==> src/rtl/mem_if_pkg.sv <==
// Shared definitions for the memory interface controller: FSM states,
// access-size encodings and the default number of memory wait states.
package mem_if_pkg;

   typedef enum logic [1:0] {
      ST_IDLE   = 2'd0,
      ST_ACCESS = 2'd1,
      ST_WAIT   = 2'd2,
      ST_DONE   = 2'd3
   } state_t;

   localparam logic [1:0] SIZE_BYTE = 2'b00;
   localparam logic [1:0] SIZE_HALF = 2'b01;
   localparam logic [1:0] SIZE_WORD = 2'b10;
   localparam logic [1:0] SIZE_WIDE = 2'b11;   // decoded as a word

   localparam int WAIT_CYCLES_DEFAULT = 2;

endpackage

==> src/rtl/lane_aligner.sv <==
// Big-endian byte-lane logic: store steering, byte enables, load
// extraction with sign/zero extension, and the alignment check.
module lane_aligner
   import mem_if_pkg::*;
(
   input  logic [1:0]  size,
   input  logic [1:0]  addr_lo,
   input  logic        se,
   input  logic [31:0] wdata,
   input  logic [31:0] mem_rdata,
   output logic [3:0]  be,
   output logic [31:0] store_data,
   output logic [31:0] load_data,
   output logic        misaligned
);

   // Lane 0 is the most significant byte of the memory word.
   logic [7:0] lane [4];
   genvar gi;
   generate
      for (gi = 0; gi < 4; gi++) begin : g_lane
         assign lane[gi] = mem_rdata[31 - 8*gi -: 8];
      end
   endgenerate

   logic [7:0]  byte_sel;
   logic [15:0] half_sel;

   always_comb begin
      be         = 4'b0000;
      store_data = '0;
      load_data  = '0;
      misaligned = 1'b0;
      byte_sel   = lane[addr_lo];
      half_sel   = addr_lo[1] ? mem_rdata[15:0] : mem_rdata[31:16];

      case (size)
         SIZE_BYTE: begin
            be         = 4'b1000 >> addr_lo;
            store_data = {4{wdata[7:0]}};
            load_data  = {{24{se & byte_sel[7]}}, byte_sel};
         end
         SIZE_HALF: begin
            be         = addr_lo[1] ? 4'b0011 : 4'b1100;
            store_data = {2{wdata[15:0]}};
            load_data  = {{16{se & half_sel[15]}}, half_sel};
            misaligned = addr_lo[0];
         end
         default: begin
            be         = 4'b1111;
            store_data = wdata;
            load_data  = mem_rdata;
            misaligned = |addr_lo;
         end
      endcase
   end

endmodule

==> src/rtl/memory_interface_controller.sv <==
// Four-phase MOV/MOC memory interface: latches a request, performs one
// strobed access with WAIT_CYCLES wait states, and returns aligned load data.
module memory_interface_controller
   import mem_if_pkg::*;
#(
   parameter int WAIT_CYCLES = WAIT_CYCLES_DEFAULT
)
(
   input  logic        clk,
   input  logic        reset,
   input  logic        MOV,
   input  logic        RW,
   input  logic [1:0]  SIZE,
   input  logic        SE,
   input  logic [31:0] addr,
   input  logic [31:0] wdata,
   output logic [31:0] rdata,
   output logic        MOC,
   output logic        AE,
   output logic        busy,
   output logic        mem_en,
   output logic        mem_we,
   output logic [3:0]  mem_be,
   output logic [29:0] mem_addr,
   output logic [31:0] mem_wdata,
   input  logic [31:0] mem_rdata
);

   localparam logic [3:0] WAIT_LOAD = 4'(WAIT_CYCLES);

   state_t      state_reg, state_next;
   logic        rw_reg;
   logic [1:0]  size_reg;
   logic        se_reg;
   logic [31:0] addr_reg;
   logic [31:0] wdata_reg;
   logic [3:0]  cnt_reg, cnt_next;
   logic        ae_reg, ae_next;
   logic [31:0] rdata_reg, rdata_next;
   logic        accept;

   logic [1:0]  al_size;
   logic [1:0]  al_addr_lo;
   logic [3:0]  al_be;
   logic [31:0] al_store;
   logic [31:0] al_load;
   logic        al_misaligned;

   // In IDLE the aligner checks the live request; afterwards it works on the latched one.
   assign al_size    = (state_reg == ST_IDLE) ? SIZE       : size_reg;
   assign al_addr_lo = (state_reg == ST_IDLE) ? addr[1:0]  : addr_reg[1:0];

   lane_aligner u_lane_aligner (
      .size       (al_size),
      .addr_lo    (al_addr_lo),
      .se         (se_reg),
      .wdata      (wdata_reg),
      .mem_rdata  (mem_rdata),
      .be         (al_be),
      .store_data (al_store),
      .load_data  (al_load),
      .misaligned (al_misaligned)
   );

   always_comb begin
      state_next = state_reg;
      cnt_next   = cnt_reg;
      ae_next    = ae_reg;
      rdata_next = rdata_reg;
      accept     = 1'b0;
      mem_en     = 1'b0;
      mem_we     = 1'b0;
      mem_be     = 4'b0000;
      MOC        = 1'b0;
      busy       = (state_reg != ST_IDLE);

      case (state_reg)
         ST_IDLE: begin
            if (MOV) begin
               accept     = 1'b1;
               ae_next    = al_misaligned;
               state_next = al_misaligned ? ST_DONE : ST_ACCESS;
            end
         end
         ST_ACCESS: begin
            mem_en     = 1'b1;
            mem_we     = ~rw_reg;
            mem_be     = al_be;
            cnt_next   = WAIT_LOAD;
            state_next = ST_WAIT;
         end
         ST_WAIT: begin
            cnt_next = cnt_reg - 4'd1;
            if (cnt_reg == 4'd1) begin
               state_next = ST_DONE;
               if (rw_reg) begin
                  rdata_next = al_load;
               end
            end
         end
         ST_DONE: begin
            MOC = 1'b1;
            if (!MOV) begin
               state_next = ST_IDLE;
            end
         end
         default: state_next = ST_IDLE;
      endcase
   end

   always_ff @(posedge clk or negedge reset) begin
      if (!reset) begin
         state_reg <= ST_IDLE;
         rw_reg    <= 1'b0;
         size_reg  <= SIZE_BYTE;
         se_reg    <= 1'b0;
         addr_reg  <= '0;
         wdata_reg <= '0;
         cnt_reg   <= '0;
         ae_reg    <= 1'b0;
         rdata_reg <= '0;
      end else begin
         state_reg <= state_next;
         cnt_reg   <= cnt_next;
         ae_reg    <= ae_next;
         rdata_reg <= rdata_next;
         if (accept) begin
            rw_reg    <= RW;
            size_reg  <= SIZE;
            se_reg    <= SE;
            addr_reg  <= addr;
            wdata_reg <= wdata;
         end
      end
   end

   assign rdata     = rdata_reg;
   assign AE        = ae_reg;
   assign mem_addr  = addr_reg[31:2];
   assign mem_wdata = al_store;

endmodule

==> config.mk <==
export PLATFORM = sky130hd
export DESIGN_NAME = memory_interface_controller
export DESIGN_NICKNAME = d
export VERILOG_FILES = /design/src/rtl/mem_if_pkg.sv /design/src/rtl/lane_aligner.sv /design/src/rtl/memory_interface_controller.sv
export SDC_FILE = /design/constraint.sdc
export NUM_CORES = 1
export LEC_CHECK = 0
export ABC_AREA = 1
export CORE_ASPECT_RATIO = 0.9
export CORE_UTILIZATION = 35
export DETAILED_ROUTE_END_ITERATION = 12
export PLACE_DENSITY = 0.62
export SLEW_MARGIN = 40
export SYNTH_ARGS = -nofsm -noshare
export SYNTH_HDL_FRONTEND = slang
export SYNTH_HIERARCHICAL = 1
export SYNTH_SLANG_ARGS = --single-unit
==> constraint.sdc <==
create_clock -name clk -period 3.1 [get_ports clk]
set_input_delay 0.62 -clock clk [delete_from_list [all_inputs] [get_ports clk]]
set_output_delay 0.62 -clock clk [all_outputs]
set_load 0.05 [all_outputs]
==> results.json, run 1 <==
{
  "status": "finished, violations left",
  "violations": "DRC",
  "grt_max_degree": 69,
  "nets": 1044,
  "fin_cells": 1147,
  "tns_ps": 0,
  "fp.dieW_um": 138,
  "overflow": 0,
  "slew_violations": 0,
  "root_buffer": "clkbuf_16",
  "synth.yosys.seq_area_share_pct": 45.6,
  "finClkSkew_ps": 6.17,
  "final_core_util_pct": 51.1,
  "clkSlewWorstSetupHoldPaths_ps": 70,
  "min_path_type": "in -> async",
  "path_class": "in -> out",
  "reg2reg_depth": 14,
  "clockBufferDepth": 2,
  "drt_wl_total_um": 17200,
  "vias_per_cell": 4.69,
  "final_cell_mix": "nand2_1 (336), clkdlybuf4s50_1 (174), nand3_1 (109), dfrtp_1 (107), inv_1 (56)",
  "setup_viol": 0,
  "final_common_cell": "nand2_1",
  "crit_start": "SIZE[1]",
  "cpMaxStageDelayCell": "clkdlybuf4s50_1",
  "grt_usage_pct": 20.5,
  "initial_core_util_pct": 36.1,
  "fill_cells": 1617,
  "areaGrowthSynthToFinish_pct": 41.5,
  "core_area_mm2": 0.0162,
  "dp_hpwl_um": 12000,
  "drive_above_1_share_pct": 13.2,
  "start_kind": "input pin",
  "clk_latency_ps": 350,
  "critPathMaxStageDelay_ps": 450,
  "cpMostUsedCell": "inv_1",
  "htreeDepth": 3,
  "worstPathRequired_ps": 2480,
  "hold_viol_final": 0,
  "worstReg2RegStart": "state_reg[0]",
  "route.detailed.drc": 28,
  "synth_nets": 879,
  "fin_crit_sh_pct": 95.9,
  "place_inst": 1125,
  "yosysUniqueCellTypes": 25,
  "cts_buffers": 9,
  "syn_inst": 770,
  "cp_cell_sequence": "clkdlybuf4s50_1, inv_1, o21ai_4, buf_12, inv_2, nand2_4, nor2_4, inv_2, o21ai_0, inv_1, nand2_1, inv_1, buf_6",
  "maxCapViolations": 0,
  "routabilityCongestion": 0.875,
  "drt_iter0_drc": 300,
  "fin_crit_ps": 2970,
  "fp.dieArea_mm2": 0.0173,
  "grt_pass1_vias": 5278,
  "dpl_cell_area_mm2": 0.00792,
  "crit_buf_inv": 8,
  "cts_tree": "done",
  "numPortBuffers": 205,
  "fmax_ghz": 0.336,
  "antenna_found_initial": 0,
  "cp_num_cells": 13,
  "worst_pin_slew_ps": 811,
  "crit_fanout": 18,
  "grt_pass1_wl_um": 27900,
  "rows": 44,
  "vias": 5378,
  "diodes": 0,
  "cts.sinks": 107,
  "finish.instance_area_mm2": 0.00830,
  "ant_nets": 0,
  "relSlewSlack_pct": 45.9,
  "first_pass_iters": 8,
  "cp.arrival_ps": 2350,
  "crit_family": "buffers and inverters",
  "avgSynthCellArea_um2": 7.62,
  "boundaryPins": 206,
  "synth_area_mm2": 0.00587,
  "rsz0062_at_grt": "true",
  "end_kind": "output port",
  "hold_buffers": 0,
  "ys_ff_latch": 107,
  "avgRoutedWirePerCell_um": 15.0,
  "synth_warnings": 6,
  "die_h_um": 125
}
## synth_stat cells, drive strengths merged
cell type  instances  area share (%)
a21oi              2            0.17
a31oi              1            0.11
buf               71             8.6
clkbuf             8            0.51
dfrtp            107              46
ha                 6             1.3
inv               61             3.9
nand2            338              22
nand3            111             9.6
nand3b             1            0.34
nor2              12             1.2
o211ai             3            0.38
o21ai             48             6.3
o22ai              1            0.11
## area by class of cell
cell class                      instances  area, um^2  area share, %
Multi-Input combinational cell        524        2450           29.6
Clock buffer                           13         270           3.26
Sequential cell                       107        2680           32.3
Inverter                               61         229           2.76
Timing Repair Buffer                  232        2390           28.8
Clock inverter                          3        21.3          0.256
Tap cell                              207         259           3.12
## kinds of logic after synthesis
logic type,count (synthesis),share of synthesized area (%)
simple gates,462,32.9
compound gates,55,7.10
flops,107,45.6
fa+ha+maj,6,1.28
buf+inv,140,13.1
## worst reg2reg max path: cells and delay by family, from the launching register on
| family | cells | cell delay, ps |
|---|---|---|
| AND/OR/NAND/NOR | 6 | 900 |
| buffers and inverters | 5 | 600 |
| flip-flops | 1 | 410 |
| AO/OA/AOI/OAI | 2 | 350 |
| adder cells (fa/ha/maj) | 1 | 200 |
## path summary, 6_finish.rpt
check	endpoint	slack, ps
max	mem_be[1]	130
min	rdata[2]	230
max reg2reg	rdata[10]	570
min reg2reg	wdata_reg[23]	470
max in group asynchronous	addr_reg[15]	2070
min in group clk	wdata_reg[23]	470
## metal layers
layer	up-vias	GRT usage [%]	share of wire (%)
met1	2488	26.5	45
met3	13	7.34	9.4
met2	184	32.3	45
met5	-	0	0
li1	2693	-	-
met4	0	5.29	1.4
## stage by stage
stage | hold slack, ps | setup WS, ps
after floorplan | 324 | -95.1
after CTS | 244 | 58.2
after detailed placement | 458 | -83.4
after global routing | 264 | -27.0
after global placement | 452 | -47.7
final | 228 | 126
## timing repair
item                                    in CTS  in global routing
buffers inserted                             2                  3
gates cloned                                 1                  0
resized for setup                            4                  4
pin swaps                                    1                  2
endpoints found under the setup margin      20                  6
Power of run 1 is not shown: default switching activity piles up to over one toggle a cycle in this logic, so the estimate is an artifact.
==> inputs of run 2 (changes only) <==
--- a/config.mk
+++ b/config.mk
@@ -9,6 +9,7 @@
 export CORE_ASPECT_RATIO = 0.9
 export CORE_UTILIZATION = 35
 export DETAILED_ROUTE_END_ITERATION = 12
+export GPL_TIMING_DRIVEN = 0
 export PLACE_DENSITY = 0.62
 export SLEW_MARGIN = 40
 export SYNTH_ARGS = -nofsm -noshare
==> results.json, run 2 (same netlist as run 1, synthesis figures left out) <==
{
  "crit_fanout": 6,
  "worstPathRequired_ps": 2480,
  "final_cell_mix": "nand2_1 (335), clkdlybuf4s50_1 (176), nand3_1 (109), dfrtp_1 (107), buf_4 (62)",
  "maxCapViolations": 0,
  "grt_pass1_wl_um": 29900,
  "clkSlewWorstSetupHoldPaths_ps": 70,
  "crit_start": "state_reg[1]",
  "final_common_cell": "nand2_1",
  "drt_wl_total_um": 18400,
  "antenna_found_initial": 0,
  "clk_latency_ps": 360,
  "irDropWorstVdd_v": 0.000894,
  "rsz0062_at_grt": "true",
  "overflow": 0,
  "min_path_type": "in -> async",
  "start_kind": "register",
  "relSlewSlack_pct": 61.6,
  "worst_pin_slew_ps": 574,
  "end_kind": "output port",
  "crit_path_end": "mem_be[0]",
  "drt_iter0_drc": 362,
  "hold_slack_ps": 161,
  "cts.sinks": 107,
  "hold_viol_final": 0,
  "p_int_uw": 5350,
  "finish.instance_area_mm2": 0.00871,
  "comb_power_share_pct": 69.1,
  "reg2reg_depth": 17,
  "die_h_um": 125,
  "areaGrowthSynthToFinish_pct": 48.5,
  "fp.dieW_um": 138,
  "core_area_mm2": 0.0162,
  "initial_core_util_pct": 36.1,
  "htreeDepth": 3,
  "p_clk_share_pct": 10.3,
  "finClkSkew_ps": 6.72,
  "ant_nets": 0,
  "p_sw_share_pct": 53.7,
  "vias": 5651,
  "diodes": 0,
  "fin_crit_ps": 3010,
  "route.detailed.drc": 28,
  "cp.arrival_ps": 2390,
  "dpl_cell_area_mm2": 0.00821,
  "fin_crit_sh_pct": 97.0,
  "path_class": "reg -> out",
  "hold_buffers": 0,
  "cts_tree": "done",
  "r2r_slack_ps": 790,
  "status": "finished, violations left",
  "drive_above_1_share_pct": 19.6,
  "routabilityCongestion": 0.867,
  "rows": 44,
  "boundaryPins": 206,
  "dp_hpwl_um": 13700,
  "violations": "DRC",
  "grt_usage_pct": 22.2,
  "numPortBuffers": 205,
  "setup_viol": 0,
  "slew_violations": 0,
  "avgRoutedWirePerCell_um": 15.1,
  "fmax_ghz": 0.333,
  "first_pass_iters": 8,
  "clockBufferDepth": 2,
  "fp.dieArea_mm2": 0.0173,
  "powerDensity_mw_per_mm2": 1330,
  "nets": 1116,
  "p_switching_uw": 6200,
  "root_buffer": "clkbuf_16",
  "p_leak_uw": 0.00447,
  "vias_per_cell": 4.64,
  "worstReg2RegStart": "state_reg[1]",
  "seq_power_share_pct": 20.7,
  "reg2reg_to": "rdata[29]",
  "grt_pass1_vias": 5683,
  "cts_buffers": 9,
  "grt_max_degree": 61
}
## run 2: worst min-delay path by stage
stage                    end  depth (start not counted)          start
3_3_place_gp              AE                          2             AE
2_1_floorplan             AE                          0          reset
5_1_grt             rdata[7]                          1          reset
3_5_place_dp   wdata_reg[14]                          2  wdata_reg[14]
4_1_cts             rdata[2]                          1          reset
6_report            rdata[2]                          1          reset
## run 2: per-stage QoR
stage | setup WS, ps | setup TNS, ps | util, % | std cells | total power (uW)
final | 93.4 | 0 | 53.6 | 1219 | 11600
after CTS | 2.71 | 0 | 53.4 | 1211 | 11500
after floorplan | -95.1 | -285 | - | 770 | 7660
after global placement | -2990 | -335550 | 50.4 | 1182 | 10100
after detailed placement | -809 | -16660 | 50.6 | 1183 | 10100
after global routing | -14.4 | -63.4 | 53.6 | 1219 | 12300
## run 2: power groups by stage
stage	registers [uW]	clock network (uW)	logic [uW]
after floorplan	2830	0	4830
after global placement	2410	0	7640
after detailed placement	2410	0	7690
after CTS	2390	1220	7890
after global routing	2470	1260	8570
final	2390	1190	7980
## run 2: metal layers
layer | part of all wire (%) | vias to the layer above | GRT usage, %
li1 | - | 2843 | -
met1 | 44 | 2594 | 28.8
met2 | 46 | 193 | 35.4
met3 | 8.8 | 21 | 7.00
met4 | 1.5 | 0 | 5.95
met5 | 0 | - | 0
## run 2: area by class of cell
cell class,count,area [um^2]
multi-input cells,523,2480
flip-flops and latches,107,2680
clock inverters,6,62.6
clock buffers,10,239
inverters,61,238
fillers,1598,7530
well taps,207,259
plain buffers,79,568
repair buffers,226,2180
## run 2: what timing repair did
action                     in CTS  in global routing
buffers inserted               11                  8
gates resized for setup       126                 33
pin swaps                       4                  6
setup endpoints to repair      28                 28
gates cloned                    1                  0
## run 2: critical path, stage by stage, from the launching register on
cell and delay, ps:
dfrtp_1 400, inv_2 80, ha_4 130, buf_6 100, inv_4 30, buf_8 130
o21ai_4 120, buf_6 150, nor2_4 50, buf_6 120, buf_4 140, o21ai_4 270
nand2_1 80, inv_1 80, buf_6 160
(Power assumes the default switching activity.)
